$ cat src/rtl/fwd_hazard_pkg.sv
// Shared encodings for fwd_hazard_ctrl: forwarding selects, FSM states and the
// layout of an in-flight producer tag {valid, we, reg, is_load}.
package fwd_hazard_pkg;

  localparam logic [1:0] SEL_RF    = 2'd0;
  localparam logic [1:0] SEL_MEMWB = 2'd1;
  localparam logic [1:0] SEL_EXMEM = 2'd2;

  typedef enum logic [1:0] {
    RUN      = 2'd0,
    LU_STALL = 2'd1,
    MEM_HOLD = 2'd2
  } state_t;

  // Bit positions inside a tag; valid and we sit above the RADDR_W-wide reg field.
  localparam int TAG_LOAD_BIT  = 0;
  localparam int TAG_REG_LSB   = 1;
  localparam int TAG_WE_OFS    = 1;
  localparam int TAG_VALID_OFS = 2;
  localparam int TAG_EXTRA     = 3;

  function automatic int tag_width(input int raddr_w);
    return raddr_w + TAG_EXTRA;
  endfunction

endpackage

$ cat src/rtl/fwd_hazard_ctrl_src_sel.sv
// Per-source producer compare and EX operand select for fwd_hazard_ctrl.
// Behaviour depends on FWD_HAZARD_BYPASS_EN (forwarding) vs. stall-only default.
module fwd_src_sel
  import fwd_hazard_pkg::*;
#(
  parameter int DATA_W  = 16,
  parameter int RADDR_W = 3
) (
  input  logic                         id_valid,
  input  logic                         src_used,
  input  logic [RADDR_W-1:0]           src_reg,
  input  logic [RADDR_W+TAG_EXTRA-1:0] ex_tag,
  input  logic [RADDR_W+TAG_EXTRA-1:0] mem_tag,
  input  logic [RADDR_W+TAG_EXTRA-1:0] wb_tag,
  input  logic [1:0]                   cur_sel,
  input  logic [DATA_W-1:0]            rf_data,
  input  logic [DATA_W-1:0]            exmem_data,
  input  logic [DATA_W-1:0]            memwb_data,
  output logic                         stall_req,
  output logic [1:0]                   next_sel,
  output logic [DATA_W-1:0]            op_data
);

  localparam int VALID_BIT = RADDR_W + TAG_VALID_OFS;
  localparam int WE_BIT    = RADDR_W + TAG_WE_OFS;

  logic hit_ex;
  logic hit_mem;
  logic hit_wb;
  logic unused_bits;

  function automatic logic producer_hit(input logic [RADDR_W+TAG_EXTRA-1:0] tag,
                                        input logic [RADDR_W-1:0] rd);
    return tag[VALID_BIT] && tag[WE_BIT] && (tag[TAG_REG_LSB +: RADDR_W] == rd);
  endfunction

  assign hit_ex  = id_valid && src_used && producer_hit(ex_tag, src_reg);
  assign hit_mem = id_valid && src_used && producer_hit(mem_tag, src_reg);
  assign hit_wb  = id_valid && src_used && producer_hit(wb_tag, src_reg);

`ifdef FWD_HAZARD_BYPASS_EN
  // Only a load still in EX cannot be forwarded in time; everything else bypasses.
  assign stall_req   = hit_ex && ex_tag[TAG_LOAD_BIT];
  assign next_sel    = hit_ex ? SEL_EXMEM : (hit_mem ? SEL_MEMWB : SEL_RF);
  assign unused_bits = ^{hit_wb, mem_tag[TAG_LOAD_BIT], wb_tag[TAG_LOAD_BIT]};
`else
  assign stall_req   = hit_ex || hit_mem || hit_wb;
  assign next_sel    = SEL_RF;
  assign unused_bits = ^{ex_tag[TAG_LOAD_BIT], mem_tag[TAG_LOAD_BIT], wb_tag[TAG_LOAD_BIT]};
`endif

  always_comb begin
    case (cur_sel)
      SEL_EXMEM: op_data = exmem_data;
      SEL_MEMWB: op_data = memwb_data;
      default:   op_data = rf_data;
    endcase
  end

endmodule

$ cat src/rtl/fwd_hazard_ctrl.sv
// Forwarding / hazard controller for a 5-stage pipeline: tracks producers in
// EX/MEM/WB and drives operand selects and stalls. Define FWD_HAZARD_BYPASS_EN for forwarding.
module fwd_hazard_ctrl
  import fwd_hazard_pkg::*;
#(
  parameter int DATA_W  = 16,
  parameter int RADDR_W = 3,
  parameter int NUM_SRC = 2
) (
  input  logic                        clk,
  input  logic                        rst,
  input  logic                        id_valid,
  input  logic [NUM_SRC-1:0]          id_src_used,
  input  logic [NUM_SRC*RADDR_W-1:0]  id_src_reg,
  input  logic                        id_we,
  input  logic                        id_is_load,
  input  logic [RADDR_W-1:0]          id_dst_reg,
  input  logic                        mem_busy,
  input  logic                        flush,
  input  logic [NUM_SRC*DATA_W-1:0]   ex_rf_data,
  input  logic [DATA_W-1:0]           exmem_data,
  input  logic [DATA_W-1:0]           memwb_data,
  output logic [NUM_SRC*DATA_W-1:0]   ex_op_data,
  output logic [2*NUM_SRC-1:0]        fwd_sel,
  output logic                        stall_id,
  output logic                        bubble_ex,
  output logic                        hold_all
);

  localparam int TAG_W = tag_width(RADDR_W);

  logic [TAG_W-1:0]     id_tag;
  logic [TAG_W-1:0]     ex_tag;
  logic [TAG_W-1:0]     mem_tag;
  logic [TAG_W-1:0]     wb_tag;
  logic [NUM_SRC-1:0]   stall_req;
  logic [2*NUM_SRC-1:0] sel_d;
  logic                 hazard;
  logic                 eff_flush;
  logic                 squash;
  logic                 pend_flush;
  state_t               state;
  state_t               state_next;

  assign id_tag = {id_valid, id_we, id_dst_reg, id_is_load};

  for (genvar g = 0; g < NUM_SRC; g++) begin : g_src
    fwd_src_sel #(
      .DATA_W (DATA_W),
      .RADDR_W(RADDR_W)
    ) u_sel (
      .id_valid  (id_valid),
      .src_used  (id_src_used[g]),
      .src_reg   (id_src_reg[g*RADDR_W +: RADDR_W]),
      .ex_tag    (ex_tag),
      .mem_tag   (mem_tag),
      .wb_tag    (wb_tag),
      .cur_sel   (fwd_sel[2*g +: 2]),
      .rf_data   (ex_rf_data[g*DATA_W +: DATA_W]),
      .exmem_data(exmem_data),
      .memwb_data(memwb_data),
      .stall_req (stall_req[g]),
      .next_sel  (sel_d[2*g +: 2]),
      .op_data   (ex_op_data[g*DATA_W +: DATA_W])
    );
  end

  // Outputs must act in the same cycle the hazard is seen, so they are decoded
  // from current inputs; the state records a hold so a latched flush lands on exit.
  always_comb begin
    hazard     = |stall_req;
    eff_flush  = flush | (pend_flush & (state == MEM_HOLD));
    hold_all   = 1'b0;
    stall_id   = 1'b0;
    bubble_ex  = 1'b0;
    state_next = RUN;
    if (!rst) begin
      if (mem_busy) begin
        hold_all   = 1'b1;
        stall_id   = 1'b1;
        state_next = MEM_HOLD;
      end else if (hazard && !eff_flush) begin
        stall_id   = 1'b1;
        bubble_ex  = 1'b1;
        state_next = LU_STALL;
      end
    end
  end

  assign squash = bubble_ex | eff_flush;

  always_ff @(posedge clk or posedge rst) begin
    if (rst) begin
      state      <= RUN;
      ex_tag     <= '0;
      mem_tag    <= '0;
      wb_tag     <= '0;
      fwd_sel    <= '0;
      pend_flush <= 1'b0;
    end else begin
      state <= state_next;
      if (hold_all) begin
        pend_flush <= pend_flush | flush;
      end else begin
        pend_flush <= 1'b0;
        ex_tag     <= squash ? '0 : id_tag;
        mem_tag    <= ex_tag;
        wb_tag     <= mem_tag;
        fwd_sel    <= squash ? '0 : sel_d;
      end
    end
  end

endmodule

$ cat config.mk
export PLATFORM = sky130hd
export DESIGN_NAME = fwd_hazard_ctrl
export DESIGN_NICKNAME = d
export VERILOG_FILES = /design/src/rtl/fwd_hazard_pkg.sv /design/src/rtl/fwd_hazard_ctrl_src_sel.sv /design/src/rtl/fwd_hazard_ctrl.sv
export SDC_FILE = /design/constraint.sdc
export NUM_CORES = 1
export LEC_CHECK = 0
export ABC_AREA = 1
export CAP_MARGIN = 20
export CORE_MARGIN = 2
export CORE_UTILIZATION = 25
export DETAILED_ROUTE_END_ITERATION = 10
export MAX_ROUTING_LAYER = met4
export PLACE_DENSITY_LB_ADDON = 0.2
export REMOVE_ABC_BUFFERS = 1
export SYNTH_ARGS = -nofsm -noshare
export SYNTH_HDL_FRONTEND = slang
export SYNTH_SLANG_ARGS = --single-unit
$ cat constraint.sdc
create_clock -name clk -period 1.42 [get_ports clk]
set_input_delay 0.213 -clock clk [delete_from_list [all_inputs] [get_ports clk]]
set_output_delay 0.213 -clock clk [all_outputs]
set_load 0.05 [all_outputs]
# == Word-level counts from Yosys, hierarchy flattened ==
# Cells that the tools add are included.
# totals
ff_bits,21
out_inout_bits,39
elab_cells,52
# classes
eq_ne,7
mux,12
bitwise,4
reduce_logical,24
# ops
operator,count
3-bit == test,6
1-bit logical AND,18
1-bit two-way mux,9
6-bit two-way mux,1
1-bit logical OR,4
2-bit two-way mux,2
1-bit OR,3
"2-bit == test, second input constant",1
2-bit OR reduction,1
1-bit AND,1
1-bit logical NOT,1

# == Longest topological paths before layout ==
# logic_depth
word_depth,12
mapped_depth,11
mapped_depth_nobuf,11

# == Cells and area by module ==
# Synthesis repeated with hierarchy kept, for this count alone.
# hier_totals
cells_unflattened,390
hier_area_um2,2401.1
# modules_own_cells
mod,n_inst,cells_each,area_per_inst_um2
fwd_src_sel,2,131,655.6
fwd_hazard_ctrl,1,128,1089.8

# == Worst setup path before layout ==
# No wires, ideal clock.
# synth_path
path_type,flip-flop to output port
start,register mem_tag[3]
end,output stall_id
arrival_time_ps,1287
path_slack_ps,-80
stages_incl_launch_ff,10
path_buffers,0
path_cell_list,dfrtp_1 -> inv_2 -> nand2_1 -> a21oi_1 -> nand2_1 -> nand3_1 -> nand2_1 -> nand2_2 -> nand3_1 -> nand2_1
# synth_via
elab_chain_cells,10
# synth_rtl
item,line,text
"start, declared",fwd_hazard_ctrl.sv:34,logic [TAG_W-1:0] mem_tag;
"start signal, assigned",fwd_hazard_ctrl.sv:107,mem_tag <= ex_tag;
3-bit == test,fwd_hazard_ctrl_src_sel.sv:34,return tag[VALID_BIT] && tag[WE_BIT] && (tag[TAG_REG_LSB +: RADDR_W] == rd);
1-bit logical AND,fwd_hazard_ctrl_src_sel.sv:34,
1-bit logical AND,fwd_hazard_ctrl_src_sel.sv:38,"assign hit_mem = id_valid && src_used && producer_hit(mem_tag, src_reg);"
1-bit logical OR (2 in series),fwd_hazard_ctrl_src_sel.sv:47,assign stall_req = hit_ex || hit_mem || hit_wb;
2-bit OR reduction (*),fwd_hazard_ctrl.sv:71,hazard = |stall_req;
1-bit logical AND (*),fwd_hazard_ctrl.sv:82,end else if (hazard && !eff_flush) begin
1-bit two-way mux (*),fwd_hazard_ctrl.sv:82,
1-bit two-way mux (*),fwd_hazard_ctrl.sv:78,if (mem_busy) begin
1-bit two-way mux (*),fwd_hazard_ctrl.sv:77,if (!rst) begin
"end, declared",fwd_hazard_ctrl.sv:25,"output logic stall_id,"
# Every way passes the cells marked *; elsewhere a longest branch is shown, timed or not.

# == Worst setup path in the final report ==
# layout_path
start,register mem_tag[2]
end,output stall_id
# The elaborated chain is that of the path after synthesis.

==> impl_metrics.toml <==
[worst_setup_path]
worst-endpoint-required_ps = 1210
reg2reg_setup_slack_ps = -140
crit-reg2reg-capture = "ex_tag[2]"
timing.rr.start = "mem_tag[2]"
ff2ff_path_depth = 13
setup.worst_path.class = "reg -> out"
timing.critical_path.arrival_ps = 1550
critPathLaunchType = "flop"
critical_path_peak_fanout = 4
setup.worst_path.end_class = "primary output"

[synthesis]
yosys.area_share.xor_xnor_pct = 0
synth.yosys.warnings = 0
syn-instance-count = 218
edff_count_synth = 0
synth_top_cells_by_count = "sky130_fd_sc_hd__nand2_1 (82), sky130_fd_sc_hd__buf_4 (36), sky130_fd_sc_hd__inv_1 (28)"
synth.avg_cell_area_um2 = 6.37
synth-seq-cells = 18
adder_cell_area_share_of_the_yosys_netlist_pct = 0
async_reset_ff_share_pct = 100
combinational_family_with_the_most_area_after_synthesis = "simple AND/OR/NAND/NOR gates"
yosysUniqueCellTypes = 15
synth_top_flop_cell = "sky130_fd_sc_hd__dfrtp_1"
area_fraction_in_compound_gates_after_synthesis_pct = 5.59
yosys-mux-area-fraction_pct = 0
netlist.top_cell.by_area = "sky130_fd_sc_hd__dfrtp_1"
synth.most_common_cell = "sky130_fd_sc_hd__nand2_1"
ys_seq_area_share_pct = 32.4
synth_simple_gate_area_share_pct = 32.1
synth_largest_type_area_fraction_pct = 32.4
synth.area.top_cells = "sky130_fd_sc_hd__dfrtp_1 (32%), sky130_fd_sc_hd__nand2_1 (22%), sky130_fd_sc_hd__buf_4 (19%)"
syn_area_mm2 = 0.00139

[cts]
cts_sinks = 18
worst_skew_pair.late_latency_ps = 250
clkTransAtPathRegs_ps = 70
cts_buffer_depth = 2
clock_tree.htree_level_count = 1
cts_root_buffer = "sky130_fd_sc_hd__clkbuf_8"
tritoncts.num_buffers = 3
cts_tree = "done"

[worst_hold_path]
hold_class = "in -> async"

[detailed_routing]
drtIter0Drc = 74
detailroute.via_count = 1216
drtAntennaViolNets = 0
drcViolationCount = 0
firstDrtPassIters = 4
wl_mm = 4.10
viasPerCell = 4.09
drt-wirelength-per-cell_um = 13.8

[outcome]
failing_checks = "setup timing"
outcome = "finished with violations"

[placed_design]
place.gp.congestion = 0.804
dpl_cell_area_mm2 = 0.00155
placed_cells = 286
post-dp-hpwl_mm = 3.14
port-buffer-count = 19

[timing]
final_hold_viol_count = 0
layout_worst_path_cycle_share_pct = 124
fin_worst_skew_ps = 4.86
finalSetupViolations = 7
post-route-min-period_ps = 1760
rsz0062_at_grt = "yes"
achievable_frequency_mhz = 568
timing.final.max_slew_violations = 0
postLayoutSetupSlackWorst_ps = -339

[pwr]
total_leakage_power_nw = 0.929
clkPwrFrac_pct = 31.0
switching_power_uw = 416
totalPowerFinal_mw = 1.38
switching_share_of_total_power_pct = 30.3
comb_power_share_pct = 25.9
p_int_uw = 959
ir_worst_vdd_mv = 0.273
cellPowerDensity_mw_per_mm2 = 789
sequentialPowerShare_pct = 43.0

[global_route]
total_grt_usage_pct = 14.4
antenna_found_initial = 0
wire_length_of_the_first_global_routing_pass_mm = 6.58
vias_in_the_first_global_route = 1173
grt_max_degree = 19
overflow = 0

[cells_and_area]
antenna_cells = 0
area_growth_from_synthesis_to_layout_pct = 25.6
final_layout_size_suffix_gt1_share_pct = 29.3
fin_nets = 308
fin_cells = 297
area.sequential_um2 = 452
multi_input_comb_area_um2 = 629
design_area_mm2 = 0.00174
layout.filler_cells = 613

[die]
row_count = 27
die_height_um = 78.5
initial_utilization_pct = 25.5
design.die.area_mm2 = 0.00617
number_of_i_o_pins = 121
core_region_area_mm2 = 0.00544
die-width_um = 78.5

[flow_run]
max_cap_viol_count = 0
## final cells by class
class / instances / share of cell area, %
multi-input combinational: 130 / 36.1
sequential: 18 / 25.9
timing repair buffer: 38 / 22.0
inverter: 35 / 7.68
tap: 72 / 5.17
clock buffer: 4 / 3.16
## critical path: stages (launching register included)
cell,delay [ps]
sky130_fd_sc_hd__dfrtp_1,420
sky130_fd_sc_hd__inv_2,60
sky130_fd_sc_hd__nand2_1,60
sky130_fd_sc_hd__nand2_1,50
sky130_fd_sc_hd__nor2_1,120
sky130_fd_sc_hd__nand2_1,80
sky130_fd_sc_hd__nand3_2,80
sky130_fd_sc_hd__nand2_2,60
sky130_fd_sc_hd__nand2_4,80
sky130_fd_sc_hd__nand3_2,60
sky130_fd_sc_hd__nand2_2,80
sky130_fd_sc_hd__buf_12,130
## cell families (layout without fill, tap and decap cells)
group / Yosys count / after routing
AO/OA/AOI/OAI: 15 / 15
AND/OR/NAND/NOR: 111 / 111
flip-flops: 18 / 18
buffers and inverters: 73 / 77
other: 1 / 4
## worst max-delay path by stage
stage | slack, ps | end | cells past startpoint | startpoint
global placement | -510 | bubble_ex | 12 | id_src_reg[1]
CTS | -380 | stall_id | 11 | ex_tag[2]
global route | -450 | stall_id | 11 | mem_tag[2]
floorplan | -570 | stall_id | 4 | mem_busy
detailed placement | -510 | bubble_ex | 12 | id_src_reg[2]
finish | -340 | stall_id | 11 | mem_tag[2]
## through the flow
stage	util (%)	hold WS [ps]	setup TNS, ps	setup slack, ps
final	32.1	427	-1320	-339
after CTS	30.8	427	-874	-382
after detailed placement	28.4	427	-3380	-508
after global placement	28.4	427	-3400	-515
after global routing	32.1	426	-2080	-448
after floorplan	-	160	-1460	-568
## timing repair
item / in CTS / in global routing
setup buffers: 4 / 3
setup endpoints to repair: 8 / 8
pin swaps: 5 / 8
hold buffers: 0 / 0
gates resized for setup: 21 / 19
## power by group through the flow
stage | logic, mW | clock network [mW] | registers, mW
floorplan | 0.177 | 0 | 0.590
global placement | 0.318 | 0 | 0.600
detailed placement | 0.316 | 0 | 0.600
CTS | 0.336 | 0.448 | 0.590
global route | 0.401 | 0.479 | 0.599
finish | 0.357 | 0.427 | 0.592
## cell usage in the layout (no fill, tap or decap)
master,synthesis,layout
sky130_fd_sc_hd__nand3_2,0,8
sky130_fd_sc_hd__nand2_2,1,8
sky130_fd_sc_hd__clkbuf_8,0,4
sky130_fd_sc_hd__nor2_2,1,4
sky130_fd_sc_hd__a21oi_1,4,1
sky130_fd_sc_hd__clkdlybuf4s50_1,0,10
sky130_fd_sc_hd__nor2_4,0,1
sky130_fd_sc_hd__buf_6,0,1
sky130_fd_sc_hd__nand3_4,1,1
sky130_fd_sc_hd__inv_2,7,12
sky130_fd_sc_hd__dfrtp_1,18,17
sky130_fd_sc_hd__o21ai_0,10,10
sky130_fd_sc_hd__buf_4,36,16
sky130_fd_sc_hd__dfrtp_2,0,1
sky130_fd_sc_hd__dlygate4sd2_1,0,6
sky130_fd_sc_hd__inv_1,28,22
sky130_fd_sc_hd__a21oi_2,0,3
sky130_fd_sc_hd__nor2_1,18,14
sky130_fd_sc_hd__o31ai_1,1,1
sky130_fd_sc_hd__conb_1,1,4
sky130_fd_sc_hd__inv_4,0,1
sky130_fd_sc_hd__buf_12,0,5
sky130_fd_sc_hd__nand2_4,0,1
sky130_fd_sc_hd__nand2_1,82,74
## sequential cells by signal (all words and copies together) (netlist names)
register	flops
ex_tag	5
wb_tag	5
mem_tag	5
pend_flush	1
state	2
## metal layers
| layer | GRT usage (%) | share of wire, % | vias to the layer above |
|---|---|---|---|
| met5 | - | 0 | - |
| met4 | 3.16 | 0.78 | 0 |
| met3 | 10.3 | 14 | 4 |
| met2 | 16.5 | 36 | 62 |
| met1 | 19.6 | 49 | 534 |
| li1 | - | - | 616 |
No activity file was read; power rests on OpenSTA's default activity.
